==> src/rtl/srio_type9_pkg.sv <==
// Shared definitions for the SRIO Type 9 (data streaming) packer/unpacker pair.
// Holds the fixed header layout, the ftype constant, the unpacker FSM encoding
// and the helpers that turn a byte length into a beat count and a last-beat
// byte-enable mask.
package srio_type9_pkg;

    localparam int AXIS_DATA_W = 64;
    localparam int AXIS_KEEP_W = 8;
    localparam int AXIS_USER_W = 32;
    localparam int BEAT_CNT_W  = 14;

    localparam logic [3:0] FTYPE_T9 = 4'b1001;

    // Header beat layout
    localparam int HDR_FTYPE_MSB = 55;
    localparam int HDR_FTYPE_LSB = 52;
    localparam int HDR_PRIO_MSB  = 46;
    localparam int HDR_PRIO_LSB  = 45;
    localparam int HDR_CRF_BIT   = 44;
    localparam int HDR_COS_MSB   = 43;
    localparam int HDR_COS_LSB   = 36;
    localparam int HDR_SID_MSB   = 31;
    localparam int HDR_SID_LSB   = 16;
    localparam int HDR_LEN_MSB   = 15;
    localparam int HDR_LEN_LSB   = 0;

    typedef enum logic [1:0] {
        ST_HDR     = 2'b00,
        ST_PAYLOAD = 2'b01,
        ST_DROP    = 2'b10
    } t9_state_e;

    // ceil(len/8); 14 bits so that len 65535 yields 8192
    function automatic logic [BEAT_CNT_W-1:0] t9_beats(input logic [15:0] len);
        return {1'b0, len[15:3]} + {13'd0, (len[2:0] != 3'd0)};
    endfunction

    // Byte enables of the final beat, low bytes first
    function automatic logic [AXIS_KEEP_W-1:0] t9_last_keep(input logic [15:0] len);
        logic [AXIS_KEEP_W-1:0] keep;
        if (len[2:0] == 3'd0) begin
            keep = 8'hFF;
        end else begin
            keep = (8'h01 << len[2:0]) - 8'h01;
        end
        return keep;
    endfunction

endpackage

==> src/rtl/srio_axis_outreg.sv <==
// One-entry AXI-Stream output register (data, keep, last, user).
// Ports:
//   clk, rst_n   clock, asynchronous active-low reset
//   srst         synchronous clear of the held entry
//   load         write the entry (only asserted while in_ready is high)
//   in_*         entry contents
//   in_ready     register can take a beat this cycle
//   out_ready    downstream handshake
//   out_*        registered AXI-Stream master outputs
module srio_axis_outreg
    import srio_type9_pkg::*;
(
    input  logic                   clk,
    input  logic                   rst_n,
    input  logic                   srst,
    input  logic                   load,
    input  logic [AXIS_DATA_W-1:0] in_data,
    input  logic [AXIS_KEEP_W-1:0] in_keep,
    input  logic                   in_last,
    input  logic [AXIS_USER_W-1:0] in_user,
    output logic                   in_ready,
    input  logic                   out_ready,
    output logic                   out_valid,
    output logic [AXIS_DATA_W-1:0] out_data,
    output logic [AXIS_KEEP_W-1:0] out_keep,
    output logic                   out_last,
    output logic [AXIS_USER_W-1:0] out_user
);

    logic                   valid_q, valid_d;
    logic [AXIS_DATA_W-1:0] data_q, data_d;
    logic [AXIS_KEEP_W-1:0] keep_q, keep_d;
    logic                   last_q, last_d;
    logic [AXIS_USER_W-1:0] user_q, user_d;

    assign in_ready  = !valid_q || out_ready;
    assign out_valid = valid_q;
    assign out_data  = data_q;
    assign out_keep  = keep_q;
    assign out_last  = last_q;
    assign out_user  = user_q;

    // Next entry: clear, load, drain or hold
    always_comb begin
        valid_d = valid_q;
        data_d  = data_q;
        keep_d  = keep_q;
        last_d  = last_q;
        user_d  = user_q;
        if (srst) begin
            valid_d = 1'b0;
            data_d  = 64'd0;
            keep_d  = 8'd0;
            last_d  = 1'b0;
            user_d  = 32'd0;
        end else if (load) begin
            valid_d = 1'b1;
            data_d  = in_data;
            keep_d  = in_keep;
            last_d  = in_last;
            user_d  = in_user;
        end else if (out_ready) begin
            valid_d = 1'b0;
        end else begin
            valid_d = valid_q;
        end
    end

    // Entry storage
    always_ff @(posedge clk or negedge rst_n) begin
        if (!rst_n) begin
            valid_q <= 1'b0;
            data_q  <= 64'd0;
            keep_q  <= 8'd0;
            last_q  <= 1'b0;
            user_q  <= 32'd0;
        end else begin
            valid_q <= valid_d;
            data_q  <= data_d;
            keep_q  <= keep_d;
            last_q  <= last_d;
            user_q  <= user_d;
        end
    end

endmodule

==> src/rtl/srio_type9_unpack_logic.sv <==
// SRIO Type 9 receive unpacker. Parses the header beat of each packet on the
// S stream, discards non-Type-9 / filtered / malformed packets and forwards
// the payload on the M stream with byte-accurate TKEEP and TLAST.
// Ports:
//   AXIS_ACLK, AXIS_ARESETN        clock, asynchronous active-low reset
//   S_AXIS_*                       SRIO RX stream (header beat then payload)
//   M_AXIS_*                       payload stream, TUSER = packet srcdest
//   cmd                            [0] enable [1] soft reset [2] streamID filter [3] clear stats
//   filter_streamID                streamID accepted while the filter is on
//   stat_pkt/drop/err_cnt          saturating status counters
//   last_hdr                       header of the last forwarded packet
module srio_type9_unpack_logic
    import srio_type9_pkg::*;
(
    input  logic        AXIS_ACLK,
    input  logic        AXIS_ARESETN,
    input  logic        S_AXIS_TVALID,
    output logic        S_AXIS_TREADY,
    input  logic [63:0] S_AXIS_TDATA,
    input  logic        S_AXIS_TLAST,
    input  logic [31:0] S_AXIS_TUSER,
    output logic        M_AXIS_TVALID,
    input  logic        M_AXIS_TREADY,
    output logic [63:0] M_AXIS_TDATA,
    output logic [7:0]  M_AXIS_TKEEP,
    output logic        M_AXIS_TLAST,
    output logic [31:0] M_AXIS_TUSER,
    input  logic [31:0] cmd,
    input  logic [15:0] filter_streamID,
    output logic [31:0] stat_pkt_cnt,
    output logic [15:0] stat_drop_cnt,
    output logic [15:0] stat_err_cnt,
    output logic [63:0] last_hdr
);

    logic enable_s, srst_s, filt_en_s, clr_s;
    logic cmd_unused_s;
    assign enable_s     = cmd[0];
    assign srst_s       = cmd[1];
    assign filt_en_s    = cmd[2];
    assign clr_s        = cmd[3];
    assign cmd_unused_s = ^cmd[31:4];

    t9_state_e              state_q, state_d;
    logic                   run_q, run_d;
    logic [BEAT_CNT_W-1:0]  cnt_q, cnt_d;
    logic [BEAT_CNT_W-1:0]  beats_q, beats_d;
    logic [7:0]             keep_last_q, keep_last_d;
    logic [31:0]            srcdest_q, srcdest_d;
    logic [31:0]            pkt_cnt_q, pkt_cnt_d;
    logic [15:0]            drop_cnt_q, drop_cnt_d;
    logic [15:0]            err_cnt_q, err_cnt_d;
    logic [63:0]            last_hdr_q, last_hdr_d;

    logic                   s_ready_s, s_accept_s;
    logic                   ob_in_ready_s, ob_load_s, ob_last_s;
    logic [7:0]             ob_keep_s;
    logic                   inc_pkt_s, inc_drop_s, inc_err_s, hdr_take_s;
    logic [BEAT_CNT_W-1:0]  n_beat_s;

    logic [3:0]  ftype_s;
    logic [15:0] sid_s, len_s;
    logic        drop_hit_s, len_bad_s;

    assign ftype_s    = S_AXIS_TDATA[HDR_FTYPE_MSB:HDR_FTYPE_LSB];
    assign sid_s      = S_AXIS_TDATA[HDR_SID_MSB:HDR_SID_LSB];
    assign len_s      = S_AXIS_TDATA[HDR_LEN_MSB:HDR_LEN_LSB];
    assign drop_hit_s = (ftype_s != FTYPE_T9) || (filt_en_s && (sid_s != filter_streamID));
    // A header carrying TLAST has no payload at all, which is a framing error
    assign len_bad_s  = (len_s == 16'd0) || S_AXIS_TLAST;
    assign n_beat_s   = cnt_q + 14'd1;

    assign S_AXIS_TREADY = s_ready_s;
    assign s_accept_s    = S_AXIS_TVALID && s_ready_s;

    assign stat_pkt_cnt  = pkt_cnt_q;
    assign stat_drop_cnt = drop_cnt_q;
    assign stat_err_cnt  = err_cnt_q;
    assign last_hdr      = last_hdr_q;

    // Input ready per state; held low during soft reset so no beat is taken
    // while the FSM is being resynchronised, and low until the first edge
    // after reset release.
    always_comb begin
        s_ready_s = 1'b0;
        if (!run_q || srst_s) begin
            s_ready_s = 1'b0;
        end else begin
            case (state_q)
                ST_HDR:     s_ready_s = enable_s;
                ST_PAYLOAD: s_ready_s = ob_in_ready_s;
                ST_DROP:    s_ready_s = 1'b1;
                default:    s_ready_s = 1'b0;
            endcase
        end
    end

    // FSM next state, packet bookkeeping and output-register load decode
    always_comb begin
        state_d     = state_q;
        run_d       = 1'b1;
        cnt_d       = cnt_q;
        beats_d     = beats_q;
        keep_last_d = keep_last_q;
        srcdest_d   = srcdest_q;
        inc_pkt_s   = 1'b0;
        inc_drop_s  = 1'b0;
        inc_err_s   = 1'b0;
        hdr_take_s  = 1'b0;
        ob_load_s   = 1'b0;
        ob_last_s   = 1'b0;
        ob_keep_s   = 8'hFF;
        if (srst_s) begin
            case (state_q)
                ST_PAYLOAD: state_d = ST_DROP;
                default:    state_d = state_q;
            endcase
        end else if (s_accept_s) begin
            case (state_q)
                ST_HDR: begin
                    if (drop_hit_s) begin
                        inc_drop_s = 1'b1;
                        state_d    = S_AXIS_TLAST ? ST_HDR : ST_DROP;
                    end else if (len_bad_s) begin
                        inc_err_s = 1'b1;
                        state_d   = S_AXIS_TLAST ? ST_HDR : ST_DROP;
                    end else begin
                        hdr_take_s  = 1'b1;
                        beats_d     = t9_beats(len_s);
                        keep_last_d = t9_last_keep(len_s);
                        srcdest_d   = S_AXIS_TUSER;
                        cnt_d       = 14'd0;
                        state_d     = ST_PAYLOAD;
                    end
                end
                ST_PAYLOAD: begin
                    ob_load_s = 1'b1;
                    cnt_d     = n_beat_s;
                    if (n_beat_s == beats_q) begin
                        // Declared length reached: close the packet here and
                        // drop any surplus beats if the source keeps going.
                        ob_last_s = 1'b1;
                        ob_keep_s = keep_last_q;
                        inc_pkt_s = 1'b1;
                        if (S_AXIS_TLAST) begin
                            state_d = ST_HDR;
                        end else begin
                            inc_err_s = 1'b1;
                            state_d   = ST_DROP;
                        end
                    end else if (S_AXIS_TLAST) begin
                        ob_last_s = 1'b1;
                        ob_keep_s = 8'hFF;
                        inc_pkt_s = 1'b1;
                        inc_err_s = 1'b1;
                        state_d   = ST_HDR;
                    end else begin
                        ob_last_s = 1'b0;
                    end
                end
                ST_DROP: begin
                    state_d = S_AXIS_TLAST ? ST_HDR : ST_DROP;
                end
                default: begin
                    state_d = ST_HDR;
                end
            endcase
        end else begin
            state_d = state_q;
        end
    end

    // Saturating counters and last header; a clear beats a same-cycle update
    always_comb begin
        pkt_cnt_d  = pkt_cnt_q;
        drop_cnt_d = drop_cnt_q;
        err_cnt_d  = err_cnt_q;
        last_hdr_d = last_hdr_q;
        if (clr_s) begin
            pkt_cnt_d  = 32'd0;
            drop_cnt_d = 16'd0;
            err_cnt_d  = 16'd0;
            last_hdr_d = 64'd0;
        end else begin
            if (inc_pkt_s && (pkt_cnt_q != 32'hFFFF_FFFF)) begin
                pkt_cnt_d = pkt_cnt_q + 32'd1;
            end else begin
                pkt_cnt_d = pkt_cnt_q;
            end
            if (inc_drop_s && (drop_cnt_q != 16'hFFFF)) begin
                drop_cnt_d = drop_cnt_q + 16'd1;
            end else begin
                drop_cnt_d = drop_cnt_q;
            end
            if (inc_err_s && (err_cnt_q != 16'hFFFF)) begin
                err_cnt_d = err_cnt_q + 16'd1;
            end else begin
                err_cnt_d = err_cnt_q;
            end
            if (hdr_take_s) begin
                last_hdr_d = S_AXIS_TDATA;
            end else begin
                last_hdr_d = last_hdr_q;
            end
        end
    end

    // FSM and datapath state
    always_ff @(posedge AXIS_ACLK or negedge AXIS_ARESETN) begin
        if (!AXIS_ARESETN) begin
            state_q     <= ST_HDR;
            run_q       <= 1'b0;
            cnt_q       <= 14'd0;
            beats_q     <= 14'd0;
            keep_last_q <= 8'd0;
            srcdest_q   <= 32'd0;
            pkt_cnt_q   <= 32'd0;
            drop_cnt_q  <= 16'd0;
            err_cnt_q   <= 16'd0;
            last_hdr_q  <= 64'd0;
        end else begin
            state_q     <= state_d;
            run_q       <= run_d;
            cnt_q       <= cnt_d;
            beats_q     <= beats_d;
            keep_last_q <= keep_last_d;
            srcdest_q   <= srcdest_d;
            pkt_cnt_q   <= pkt_cnt_d;
            drop_cnt_q  <= drop_cnt_d;
            err_cnt_q   <= err_cnt_d;
            last_hdr_q  <= last_hdr_d;
        end
    end

    srio_axis_outreg u_outreg (
        .clk       (AXIS_ACLK),
        .rst_n     (AXIS_ARESETN),
        .srst      (srst_s),
        .load      (ob_load_s),
        .in_data   (S_AXIS_TDATA),
        .in_keep   (ob_keep_s),
        .in_last   (ob_last_s),
        .in_user   (srcdest_q),
        .in_ready  (ob_in_ready_s),
        .out_ready (M_AXIS_TREADY),
        .out_valid (M_AXIS_TVALID),
        .out_data  (M_AXIS_TDATA),
        .out_keep  (M_AXIS_TKEEP),
        .out_last  (M_AXIS_TLAST),
        .out_user  (M_AXIS_TUSER)
    );

endmodule
==> config.mk <==
export PLATFORM = sky130hd
export DESIGN_NAME = srio_type9_unpack_logic
export DESIGN_NICKNAME = d
export VERILOG_FILES = /design/src/rtl/srio_type9_pkg.sv /design/src/rtl/srio_axis_outreg.sv /design/src/rtl/srio_type9_unpack_logic.sv
export SDC_FILE = /design/constraint.sdc
export NUM_CORES = 1
export LEC_CHECK = 0
export BUFFER_PORTS_ARGS = -buffer_cell sky130_fd_sc_hd__buf_2
export CAP_MARGIN = 20
export CELL_PAD_IN_SITES_DETAIL_PLACEMENT = 0
export CELL_PAD_IN_SITES_GLOBAL_PLACEMENT = 1
export CORE_ASPECT_RATIO = 0.7
export CORE_UTILIZATION = 40
export CTS_CLUSTER_SIZE = 24
export DETAILED_ROUTE_END_ITERATION = 10
export PLACE_DENSITY_LB_ADDON = 0.05
export SLEW_MARGIN = 5
export SYNTH_ARGS = -nofsm -noshare
export SYNTH_HDL_FRONTEND = slang
export SYNTH_HIERARCHICAL = 1
export SYNTH_SLANG_ARGS = --single-unit
==> constraint.sdc <==
create_clock -name AXIS_ACLK -period 4.3 [get_ports AXIS_ACLK]
set_input_delay 0.215 -clock AXIS_ACLK [delete_from_list [all_inputs] [get_ports AXIS_ACLK]]
set_output_delay 0.215 -clock AXIS_ACLK [all_outputs]
set_load 0.02 [all_outputs]
==> impl_metrics.tcl <==
set metrics [dict create \
    status "completed" \
    fillCellCount 3146 \
    dr_total_vias 11600 \
    worstMarginPinSlew_ns 0.983 \
    cp-start-kind "flip-flop" \
    met1_usage_pct 33.4 \
    synth_edf_count 0 \
    finalSetupViolations 0 \
    skew_ns 0.0181 \
    grt.busiest_layer "met2" \
    postCtsHoldBufs 84 \
    cts_resized 0 \
    r2r-end "stat_err_cnt[10]" \
    fin_crit_ns 3.86 \
    postRouteAntennaNets 0 \
    dieArea_sq_um 35800 \
    timing.final.crit_share_pct 89.9 \
    ys_seq_area_share_pct 54.5 \
    numCtsBuffers 35 \
    h-tree-depth 2 \
    critPathMaxStageDelay_ns 0.43 \
    avgSynthCellArea_sq_um 9.88 \
    use_met3_pct 6.22 \
    synth_seq_cells 305 \
    crit_top_cell "ha_1" \
    hp-start "S_AXIS_TDATA[21]" \
    async_reset_ff_share_pct 100 \
    antenna_found_initial 2 \
    grt_util_all_layers_pct 24.3 \
    mostFrequentLayoutCells "352 x buf_2, 305 x dfrtp_1, 283 x nand2_1" \
    dp.cells 2177 \
    viasPerCell 5.00 \
    final_max_slew_viol_count 0 \
    final_area_sq_um 18100 \
    yosys.area.top_type "dfrtp_1" \
    initial_core_util_pct 41.2 \
    grt_use_met2_pct 38.4 \
    first_global_vias 11562 \
    path_clk_slew_ns 0.06 \
    crit_path_cell_trace "ha_1, nand2_1, nor4_1, buf_4, mux2_2, a2111oi_0, nand4_1, inv_2, ha_1, inv_1, a32o_1, nand2_2, nor3_1, mux2_1" \
    critPathKind "reg2reg" \
    synthCells 1418 \
    ys_types 61 \
    rsz0062_at_grt "false" \
    crit_slowest_cell "dfrtp_1" \
    required_ns 4.70 \
    postPlaceCellArea_sq_um 16200 \
    holdPathEnd "last_hdr[21]" \
    seqPwrFrac_pct 47.3 \
    wire_per_inst_microns 18.6 \
    cts_tree "yes" \
    wl_mm 43.1 \
    path_delay_family "simple AND/OR/NAND/NOR gates" \
    dr.first_iter.drc_count 775 \
    post_cts_buffers 0 \
    grt_overflow 0 \
    switching_share_pct 23.3 \
    post-route-util_pct 53.4 \
    port_buffers 355 \
    ir_drop_uv 206 \
    clockRootBuffer "clkbuf_16" \
    clock-sinks 305 \
    r2r-start "cnt_q[0]" \
    layout-drive-gt1-share_pct 24.0 \
    p_leak_nw 8.79 \
    r2r_slack_ns 0.44 \
    holdPathStages 3 \
    timing.fmax_ghz 0.259 \
    gp_congestion 0.822 \
    die_height_microns 159 \
    p_per_area_nw_per_um2 341 \
    num_rows 56 \
    synth_area_leaders "dfrtp_1 54%, mux2i_1 7.8%, nand2_1 7.6%, nor2_1 5.1%, xnor2_1 3.4%" \
    fin_tns_setup_ns 0 \
    synth.net_count 1575 \
    insertion_delay_ns 0.52 \
    critPathBufInv 3 \
    crit_fanout 6 \
    p_comb_share_pct 6.4 \
    p_int_mw 4.75 \
    fin_nets 1992 \
    die_x_microns 226 \
    dp_hpwl_mm 29.4 \
    hold_class "in2reg" \
    synthFlopType "dfrtp_1" \
    grt_max_degree 100 \
    dr.pass1.iters 5 \
    slew_headroom_pct 34.5 \
    hold_violations 0 \
    ys_warn_count 6 \
    cts_max_path_buffers 3 \
    synth_top_area_share_pct 54.5 \
    grt_first_pass_wirelength_mm 67.5 \
    p_switching_mw 1.44 \
    critPathCaptureType "flip-flop" \
    maxCapViolCount 0 \
    route.detailed.drc 0 \
    io_pins 384 \
    syn_area_sq_um 14000 \
    layout_commonest_cell "buf_2" \
    reg2regPathDepth 14 \
    layoutNonFillerInstCount 2320 \
    coreArea_sq_um 34000 \
    area_growth_pct 29.4 \
    clock_power_share_pct 46.3 \
    worst_ep_arrival_time_ns 4.26 \
]
[registers in the layout (all words and copies together), names as in the netlist]
| signal | count |
|---|---|
| stat_drop_cnt | 16 |
| keep_last_q | 8 |
| srcdest_q | 32 |
| cnt_q | 14 |
| state_q | 2 |
| beats_q | 14 |
| last_hdr | 64 |
| u_outreg/out_keep | 8 |
| u_outreg/out_data | 64 |
| stat_err_cnt | 16 |
| u_outreg/out_user | 32 |
| stat_pkt_cnt | 32 |
| u_outreg/out_valid | 1 |
| run_q | 1 |
| u_outreg/out_last | 1 |
[Yosys cell counts (17+ instances only)]
cell      number
o21ai_1       26
or3_1         20
nand2_1      283
nor2_1       189
dfrtp_1      305
xor2_1        43
and3_1        19
a21oi_1       84
nor3_1        17
clkbuf_1      48
buf_2         20
nand4_1       32
nand3_1       36
xnor2_1       54
mux2i_1      109
[logic make-up (layout without fill, tap and decap cells)]
| group | after synthesis | after routing | share of synthesized area, % |
|---|---|---|---|
| fa+ha+maj | 8 | 8 | 0.714 |
| simple gates | 646 | 646 | 20.7 |
| buf+inv | 101 | 538 | 3.55 |
| flops | 305 | 305 | 54.5 |
| compound gates | 147 | 147 | 6.29 |
| other cells | 1 | 2 | 0.0268 |
| xor+xnor | 98 | 98 | 6.23 |
| mux | 112 | 112 | 8.03 |
[worst max path at each step]
stage / startpoint / to / slack, ns / cells past startpoint
floorplan: cnt_q[0] / stat_err_cnt[10] / 0.87 / 15
global placement: cnt_q[0] / stat_pkt_cnt[17] / 0.50 / 13
detailed placement: cnt_q[0] / stat_pkt_cnt[26] / 0.47 / 13
CTS: cnt_q[0] / stat_pkt_cnt[26] / 0.44 / 13
global route: cnt_q[0] / stat_err_cnt[10] / 0.13 / 14
finish: cnt_q[0] / stat_err_cnt[10] / 0.44 / 14
[power groups by stage]
| stage | sequential (mW) | clock, mW | combinational, mW |
|---|---|---|---|
| after floorplan | 2.97 | 0 | 0.148 |
| after global placement | 2.97 | 0 | 0.336 |
| after detailed placement | 2.97 | 0 | 0.339 |
| after CTS | 2.92 | 2.95 | 0.402 |
| after global routing | 2.92 | 3.07 | 0.442 |
| final | 2.92 | 2.87 | 0.398 |
[area by class of cell]
cell class	instances	area [sq um]	share of cell area (%)
clock buffer	49	968	5.34
timing repair buffer	466	2910	16.0
tap	464	581	3.20
clock inverter	8	96.3	0.531
multi-input combinational	1012	5890	32.5
sequential	305	7630	42.1
antenna	1	2.50	0.0138
inverter	15	61.3	0.338
[stage by stage]
step / total power [mW] / setup slack, ns / hold slack, ns
after floorplan: 3.12 / 0.872 / -0.0806
after global placement: 3.31 / 0.501 / 0.317
after global routing: 6.44 / 0.129 / 0.00602
after detailed placement: 3.31 / 0.469 / 0.314
final: 6.19 / 0.436 / 0.0175
after CTS: 6.27 / 0.436 / 0.00186
[tightest hold or removal path: cells and delay by family]
| family | cells | cell delay [ns] |
|---|---|---|
| and+or+nand+nor | 1 | 0.07 |
| AOI/OAI and AO/OA | 1 | 0.06 |
| buffers and inverters | 1 | 0.14 |
[per-layer routing]
layer  share of wire [%]  vias up
li1                    -     5591
met1                  47     5674
met2                  45      276
met3                 6.1       57
met4                 1.9        2
met5               0.030        -
Power figures use the tool's default switching activity.
